==> config.mk <==
export PLATFORM = sky130hd
export DESIGN_NAME = calc1
export DESIGN_NICKNAME = d
export VERILOG_FILES = /design/src/rtl/calc1.sv
export SDC_FILE = /design/constraint.sdc
export NUM_CORES = 2
export LEC_CHECK = 0
export ABC_AREA = 1
export ABC_CLOCK_PERIOD_IN_PS = 9000
export BUFFER_PORTS_ARGS = -buffer_cell sky130_fd_sc_hd__clkbuf_2
export CORE_MARGIN = 10
export CORE_UTILIZATION = 40
export DETAILED_ROUTE_END_ITERATION = 12
export PLACE_DENSITY_LB_ADDON = 0.08
export SYNTH_ARGS = -nofsm -noshare
export SYNTH_HDL_FRONTEND = slang
export SYNTH_SLANG_ARGS = --single-unit
==> constraint.sdc <==
create_clock -name c_clk -period 9 [get_ports c_clk]
set_clock_uncertainty 0.2 [all_clocks]
set_input_delay 0.45 -clock c_clk [delete_from_list [all_inputs] [get_ports c_clk]]
set_output_delay 0.45 -clock c_clk [all_outputs]
set_load 0.01 [all_outputs]
==> src/rtl/calc1.sv <==
// ----------------------------------------------------------------------------
// calc1 -- four independent two-operand calculator ports.
//
// Each port accepts a command and a first operand in one cycle and a second
// operand in the next cycle. The result appears on its outputs for exactly one
// cycle, one cycle after the second operand is taken. Ports do not share any
// state and are not arbitrated against each other.
//
// Ports (top level, in positional order):
//   out_data1..4  [0:31] out : registered result, 0 whenever out_respN is 0
//   out_resp1..4  [0:1]  out : 0 none, 1 success, 2 overflow/underflow/invalid
//   c_clk                in  : rising-edge clock
//   reqN_cmd_in   [0:3]  in  : command (0 nop, 1 add, 2 sub, 5 shl, 6 shr)
//   reqN_data_in  [0:31] in  : operand, first or second depending on port state
//   reset         [1:7]  in  : reset[1] is the async active-low reset; the
//                              remaining bits carry no function
//
// The bus ranges are MSB-first ([0:N]); inside the port datapath everything is
// handled as conventional [N-1:0] vectors, which keeps the MSB in place.
// ----------------------------------------------------------------------------

// ----------------------------------------------------------------------------
// calc1_port -- one calculator channel: IDLE -> OP2 -> RESP -> IDLE.
//   clk       in  : clock
//   rst_n     in  : asynchronous active-low reset
//   cmd       in  : command nibble
//   data      in  : operand bus
//   res_data  out : registered result data
//   res_resp  out : registered response code
// ----------------------------------------------------------------------------
module calc1_port #(
    parameter int DATA_W = 32
) (
    input  logic              clk,
    input  logic              rst_n,
    input  logic [3:0]        cmd,
    input  logic [DATA_W-1:0] data,
    output logic [DATA_W-1:0] res_data,
    output logic [1:0]        res_resp
);

    localparam int SH_W = $clog2(DATA_W);

    localparam logic [1:0] ST_IDLE = 2'd0;
    localparam logic [1:0] ST_OP2  = 2'd1;
    localparam logic [1:0] ST_RESP = 2'd2;

    localparam logic [3:0] CMD_NOP = 4'd0;
    localparam logic [3:0] CMD_ADD = 4'd1;
    localparam logic [3:0] CMD_SUB = 4'd2;
    localparam logic [3:0] CMD_SHL = 4'd5;
    localparam logic [3:0] CMD_SHR = 4'd6;

    localparam logic [1:0] RESP_NONE = 2'd0;
    localparam logic [1:0] RESP_OK   = 2'd1;
    localparam logic [1:0] RESP_ERR  = 2'd2;

    logic [1:0]        state;
    logic [3:0]        op_cmd;
    logic [DATA_W-1:0] op1;
    logic [DATA_W-1:0] op2;

    logic [DATA_W:0]   sum;
    logic [SH_W-1:0]   shamt;
    logic [DATA_W-1:0] result_data;
    logic [1:0]        result_resp;

    // Control: the FSM is the only thing that decides whether an operation is
    // live, so resetting it is enough to discard anything in flight.
    always_ff @(posedge clk or negedge rst_n) begin
        if (!rst_n) begin
            state <= ST_IDLE;
        end else begin
            case (state)
                ST_IDLE: if (cmd != CMD_NOP) state <= ST_OP2;
                ST_OP2:  state <= ST_RESP;
                ST_RESP: state <= ST_IDLE;
                default: state <= ST_IDLE;
            endcase
        end
    end

    // Operand capture. Any nonzero command starts an operation, including the
    // invalid ones, so they still consume the second-operand cycle. Commands
    // seen outside IDLE are simply not looked at.
    always_ff @(posedge clk) begin
        if (state == ST_IDLE && cmd != CMD_NOP) begin
            op_cmd <= cmd;
            op1    <= data;
        end
        if (state == ST_OP2) begin
            op2 <= data;
        end
    end

    // Result computation from the captured operands.
    always_comb begin
        sum         = {1'b0, op1} + {1'b0, op2};
        shamt       = op2[SH_W-1:0];
        result_data = '0;
        result_resp = RESP_ERR;
        case (op_cmd)
            CMD_ADD: begin
                // A carry out of the top bit is reported as overflow.
                if (!sum[DATA_W]) begin
                    result_data = sum[DATA_W-1:0];
                    result_resp = RESP_OK;
                end
            end
            CMD_SUB: begin
                // Unsigned: a negative difference is reported as underflow.
                if (op2 <= op1) begin
                    result_data = op1 - op2;
                    result_resp = RESP_OK;
                end
            end
            CMD_SHL: begin
                result_data = op1 << shamt;
                result_resp = RESP_OK;
            end
            CMD_SHR: begin
                result_data = op1 >> shamt;
                result_resp = RESP_OK;
            end
            default: begin
                result_data = '0;
                result_resp = RESP_ERR;
            end
        endcase
    end

    // Output register: the result is presented for the single cycle that
    // follows the RESP state; every other cycle drives none/zero.
    always_ff @(posedge clk or negedge rst_n) begin
        if (!rst_n) begin
            res_data <= '0;
            res_resp <= RESP_NONE;
        end else if (state == ST_RESP) begin
            res_data <= result_data;
            res_resp <= result_resp;
        end else begin
            res_data <= '0;
            res_resp <= RESP_NONE;
        end
    end

endmodule

// ----------------------------------------------------------------------------
// calc1 -- top level: four calc1_port instances sharing clock and reset.
// ----------------------------------------------------------------------------
module calc1 (
    output logic [0:31] out_data1,
    output logic [0:31] out_data2,
    output logic [0:31] out_data3,
    output logic [0:31] out_data4,
    output logic [0:1]  out_resp1,
    output logic [0:1]  out_resp2,
    output logic [0:1]  out_resp3,
    output logic [0:1]  out_resp4,
    input  logic        c_clk,
    input  logic [0:3]  req1_cmd_in,
    input  logic [0:31] req1_data_in,
    input  logic [0:3]  req2_cmd_in,
    input  logic [0:31] req2_data_in,
    input  logic [0:3]  req3_cmd_in,
    input  logic [0:31] req3_data_in,
    input  logic [0:3]  req4_cmd_in,
    input  logic [0:31] req4_data_in,
    input  logic [1:7]  reset
);

    logic rst_n;
    logic unused_reset_bits;

    assign rst_n = reset[1];
    // reset[2:7] have no function; they are tied off here on purpose.
    assign unused_reset_bits = &{1'b0, reset[2:7]};

    calc1_port #(.DATA_W(32)) u_port1 (
        .clk      (c_clk),
        .rst_n    (rst_n),
        .cmd      (req1_cmd_in),
        .data     (req1_data_in),
        .res_data (out_data1),
        .res_resp (out_resp1)
    );

    calc1_port #(.DATA_W(32)) u_port2 (
        .clk      (c_clk),
        .rst_n    (rst_n),
        .cmd      (req2_cmd_in),
        .data     (req2_data_in),
        .res_data (out_data2),
        .res_resp (out_resp2)
    );

    calc1_port #(.DATA_W(32)) u_port3 (
        .clk      (c_clk),
        .rst_n    (rst_n),
        .cmd      (req3_cmd_in),
        .data     (req3_data_in),
        .res_data (out_data3),
        .res_resp (out_resp3)
    );

    calc1_port #(.DATA_W(32)) u_port4 (
        .clk      (c_clk),
        .rst_n    (rst_n),
        .cmd      (req4_cmd_in),
        .data     (req4_data_in),
        .res_data (out_data4),
        .res_resp (out_resp4)
    );

endmodule

-- Word-level counts from Yosys, hierarchy flattened
Index checks and enable logic that the tools add are counted.
- memories: 0
- output and inout bits: 136
- input bits: 152
- register bits: 416
- memory bits (writable): 0
- bits in read-only memories: 0
- bits in latches: 0
- $add $sub $neg: 8
- shift operators: 8
- bitwise gates (word level): 0
- divide/modulo/power cells: 0
- $mul: 0
- equal/unequal tests: 28
- multiplexer cells: 40
- reduce and logical (&&, ||, !) cells: 16
- order comparisons: 4
- operators with widths (cell ; count):
    $pmux 32 s4 ; 4
    $mux 32 ; 12
    $add 32x32->33 ; 4
    $le 32x32->1 ; 4
    $shl 32x5->32 ; 4
    $shr 32x5->32 ; 4
    $sub 32x32->32 ; 4
    $eq 4x3->1 const B ; 8
    $mux 2 ; 16
    $pmux 2 s3 ; 4
    $eq 4x1->1 const B ; 4
    $eq 4x2->1 const B ; 4
    $pmux 2 s2 ; 4
    $reduce_bool 4->1 ; 4
    $eq 2x1->1 const B ; 4
    $eq 2x2->1 const B ; 4
    $logic_not 2->1 ; 4
    $ne 2x1->1 const B ; 4
    $reduce_or 2->1 ; 4
    $logic_and 1x1->1 ; 4

-- Longest topological paths before layout
- word-level depth: 4
- gate-level depth with buffers: 21
- depth with buffers taken out: 18

-- Hierarchy
A second synthesis with hierarchy kept.
- cell total of the unflattened synthesis: 8616
- area, all modules: 49495.0 µm²
- modules (own cells, without submodules) (module ; times used ; cells an instance ; area an instance (µm²)):
    calc1_port (u_port2 ...) ; 3 ; 2156 ; 12351.8
    calc1_port (u_port1) ; 1 ; 2148 ; 12439.4

-- Worst setup path before layout
Ideal clock, no wire load.
- path kind: input to register
- start point: input port req1_cmd_in[3] (netlist bit)
- end point: register u_port1.op1[0] (enable)
- path slack: 5.358 ns
- required time: 8.326 ns
- cell stages on the path: 2
- buffers on the path: 0
- library setup time: 0.474 ns
- data arrival time: 2.968 ns
- path through: nor4_1 > nor3_1
- cells in the longest elaborated chain, start to end: 2
- RTL lines (item ; RTL line ; source):
    start: declaration ; 162 ; input logic [0:3] req1_cmd_in,
    $reduce_bool 4->1 ; 87 ; if (state == ST_IDLE && cmd != CMD_NOP) begin
    $logic_and 1x1->1 ; 87 ;
    end signal: assignment ; 89 ; op1 <= data;
    end: declaration ; 60 ; logic [DATA_W-1:0] op1;
Every way passes these cells.
A chain may end at the register's enable or synchronous reset.

-- Worst setup path in the final report
- start point: register u_port3.op2[3]
- end point: register u_port3.res_data[30]
- cells in the longest elaborated chain, start to end: 4
- elaborated cells on any way between the ends: 9
- those cells by class: add/sub: 2; order compare: 1; shift: 2; mux: 4
- RTL lines (item ; RTL line ; source):
    start: declaration ; 61 ; logic [DATA_W-1:0] op2;
    start signal: assignment ; 92 ; op2 <= data;
    $sub 32x32->32, or another cell as far along ; 113 ; result_data = op1 - op2;
    $mux 32, on equally long branches ; 112, 105 ;
    $pmux 32 s4 (*) ; 102 ; case (op_cmd)
    $mux 32 (*) ; 138 ; end else if (state == ST_RESP) begin
    end signal: assignment ; 139 ; res_data <= result_data;
    end: declaration ; 38 ; output logic [DATA_W-1:0] res_data,
Mark *: on every way between the ends. The rest lies on a longest branch, timed or not.

==> impl_metrics.csv <==
group,metric,value,unit
detailed_routing,dr.pass1.iters,6,
global_routing,grt_use_met3,4.20,%
synth,ys_ff_latch,416,
timing,finalHoldViolCount,0,
detailed_routing,drt-initial-drc-count,5523,
clock_tree,clock_latency,660,ps
global_routing,grt_antenna_before_repair,20,
synth,synth_top_area_cell,"nand2_1",
detailed_routing,drc,0,
timing,timing.setup.tns,0,ps
worst_setup_path,crit_path_end,"u_port3.res_data[30]",
synth,synth-edff-count,272,
global_routing,busiest_layer,"met2",
worst_setup_path,startpoint,"u_port3.op2[3]",
synth,synth_top_area_share,23.2,%
worst_setup_path,reg2reg_slack,4490,ps
floorplan,fp.dieH,367,um
timing,relSlewSlack,16.2,%
final_layout,finalNetCount,8945,
floorplan,initial_core_util,40.2,%
synth,netlist_area,48100,um^2
timing,setup_viol,0,
synth,synth_area_leaders,"nand2_1 23%, edfxtp_1 17%, nand3_1 12%",
worst_setup_path,ff2ff_path_depth,18,
synth,synthTopCellsByCount,"2975 x nand2_1, 1296 x inv_1, 1132 x nand3_1, 853 x nor2_1, 296 x a21oi_1",
global_routing,grt_use_met1,40.0,%
worst_setup_path,cp_common_cell,"nand2_1",
clock_tree,cts_buffer_depth,3,
floorplan,design.core.area,120000,um^2
worst_setup_path,endpoint_kind,"flop",
floorplan,fp-row-count,127,
detailed_routing,avgRoutedWirePerCell,19.4,um
global_routing,grt_pass1_wl,293000,um
worst_setup_path,cp_slowest_cell,"nor2_4",
clock_tree,cts_buffers,49,
global_routing,overflow,0,
synth,synth-seq-area-share,24.5,%
final_layout,drive_gt1_share,6.34,%
worst_setup_path,slowest_delay,790,ps
worst_setup_path,worstSetupPathType,"flop to flop",
placed_design,io_buffer_count,281,
timing,rsz0062_at_grt,"no",
timing,fmax,222,MHz
worst_setup_path,reg2reg_to,"u_port3.res_data[30]",
timing,slew_viol_final,0,
timing,finalCritPeriodShare,50.1,%
placed_design,gp_congestion,0.991,
placed_design,dp_hpwl,158000,um
synth,syn_avg_cell_area,5.78,um^2
placed_design,place_inst,9941,
clock_tree,cts_root_buf,"clkbuf_16",
worst_setup_path,worst_ep_required_time,9380,ps
timing,worst_slew_pin_slew,1250,ps
floorplan,floorplan.io_pins,288,
global_routing,first_global_vias,49100,
detailed_routing,routed-via-count,53400,
clock_tree,tritoncts,"done",
clock_tree,cts_sinks,416,
hold_path,hp-class,"primary input to asynchronous set/reset pin",
final_layout,area_growth,11.3,%
pwr,p_leak,0.0299,uW
floorplan,die_x,367,um
flow_run,max_cap_viol_count,0,
worst_setup_path,timing.rr.start,"u_port3.op2[3]",
global_routing,grt_max_degree,83,
detailed_routing,drt-total-wl,197000,um
worst_setup_path,cp_max_fo,64,
worst_setup_path,cp_cell_sequence,"buf_4 -> inv_2 -> buf_4 -> ha_1 -> inv_1 -> nand2_1 -> nand3_1 -> nand2_1 -> nand2_1 -> nand2_1 -> nand2_1 -> nand2_1 -> nand2_1 -> nor2_4 -> nand3_1 -> nand3_1 -> nand2_1 -> inv_1",
pwr,power_density,332,nW/um^2
timing,fin_hold_ws,133,ps
worst_setup_path,cp_data_arrival_time,4890,ps
global_routing,met2_usage,43.3,%
clock_tree,cts.htree.levels,2,
synth,synth_cells,8329,
synth,synth_cell_types,47,
detailed_routing,route.antenna.remaining_nets,0,
worst_setup_path,cp-start-kind,"flop",
final_layout,fin_cells,10200,
synth,async_flop_share,34.6,%
synth,syn_nets,8749,
clock_tree,path_clk_slew,60,ps
pwr,vdd_ir_drop_max,294,uV
synth,yosys_warnings,0,
synth,synth-main-ff-cell,"edfxtp_1",
timing,fin_crit,4510,ps
detailed_routing,via_per_inst,5.24,
synth,yosysMostFrequentCell,"nand2_1",
global_routing,grt_util_all_layers,27.9,%
status,status,"complete, no violations",
floorplan,die_area,135000,um^2
==> registers in the layout, summed over array words and instances, names as in the netlist <==
| name | cells |
|---|---|
| u_port1.op1 | 32 |
| u_port1.op2 | 32 |
| u_port1.op_cmd | 4 |
| u_port1.res_data | 32 |
| u_port1.res_resp | 2 |
| u_port1.state | 2 |
| u_port2.op1 | 32 |
| u_port2.op2 | 32 |
| u_port2.op_cmd | 4 |
| u_port2.res_data | 32 |
| u_port2.res_resp | 2 |
| u_port2.state | 2 |
| u_port3.op1 | 32 |
| u_port3.op2 | 32 |
| u_port3.op_cmd | 4 |
| u_port3.res_data | 32 |
| u_port3.res_resp | 2 |
| u_port3.state | 2 |
| u_port4.op1 | 32 |
| u_port4.op2 | 32 |
| u_port4.op_cmd | 4 |
| u_port4.res_data | 32 |
| u_port4.res_resp | 2 |
| u_port4.state | 2 |
==> power breakdown <==
part           total (uW)  switching [uW]  internal [uW]
Clock                2030             869           1160
Combinational       12400            8900           3520
Sequential           3350             654           2690
==> worst min-delay path by stage <==
stage / startpoint / to / slack (ps) / cells past startpoint
CTS: reset[1] / u_port3.res_data[3] / 100 / 2
detailed placement: reset[1] / u_port3.res_data[23] / 250 / 1
global placement: reset[1] / u_port3.res_data[23] / 240 / 1
floorplan: reset[1] / u_port1.res_data[0] / -50 / 0
global route: reset[1] / u_port3.res_data[3] / 180 / 2
finish: reset[1] / u_port3.res_data[19] / 130 / 2
==> critical path: cells and delay by family, from the launching register on <==
kind          cells  cell delay (ps)
fa+ha+maj         1              560
buf+inv           5             1110
flops             1              320
simple gates     12             2130
==> cell type report <==
type	count	area, um^2
well taps	1612	2020
flip-flops and latches	416	11800
fillers	13200	66100
repair buffers	479	3260
inverters	1328	4990
multi-input cells	6251	29900
clock buffers	66	1400
clock inverters	25	225
diodes	5	12.5
==> layout by cell type (no fill, tap or decap), types with 53 or more instances in the layout <==
cell type	count
clkbuf_2	280
buf_4	53
o211ai_1	77
dfrtp_1	144
nand3_1	1132
ha_1	260
dlygate4sd3_1	145
a21oi_1	296
o21ai_0	142
nand2_1	2975
nor2_1	839
xor2_1	83
nand4_1	84
inv_1	1292
nor3_1	60
edfxtp_1	272
==> metrics by stage <==
step	cell area [um^2]	worst slack [ps]	total power, uW	utilization (%)
floorplan	48100	5360	11800	-
global placement	50500	4630	15500	42.2
detailed placement	50500	4610	15500	42.2
CTS	53600	4590	17600	44.8
global route	53600	4210	19400	44.8
finish	53600	4490	17800	44.8
==> layer usage <==
metal | wire length, um | vias up
li1 | - | 26600
met1 | 90800 | 24600
met2 | 84800 | 1956
met3 | 16300 | 275
met4 | 5330 | 22
met5 | 119 | -
==> repair_timing <==
action                                 4_1_cts  5_1_grt
setup buffers                                0        0
gates resized for setup                      0        0
endpoints found under the hold margin      325        0
hold buffers                               145        0
==> kinds of logic after synthesis <==
family | after synthesis | synth area share [%]
compound gates | 607 | 7.16
xor+xnor | 92 | 1.67
fa+ha+maj | 268 | 7.09
buf+inv | 1662 | 13.6
flops | 416 | 24.5
mux | 13 | 0.270
simple gates | 5271 | 45.7
No activity file was read; power rests on OpenSTA's default activity.
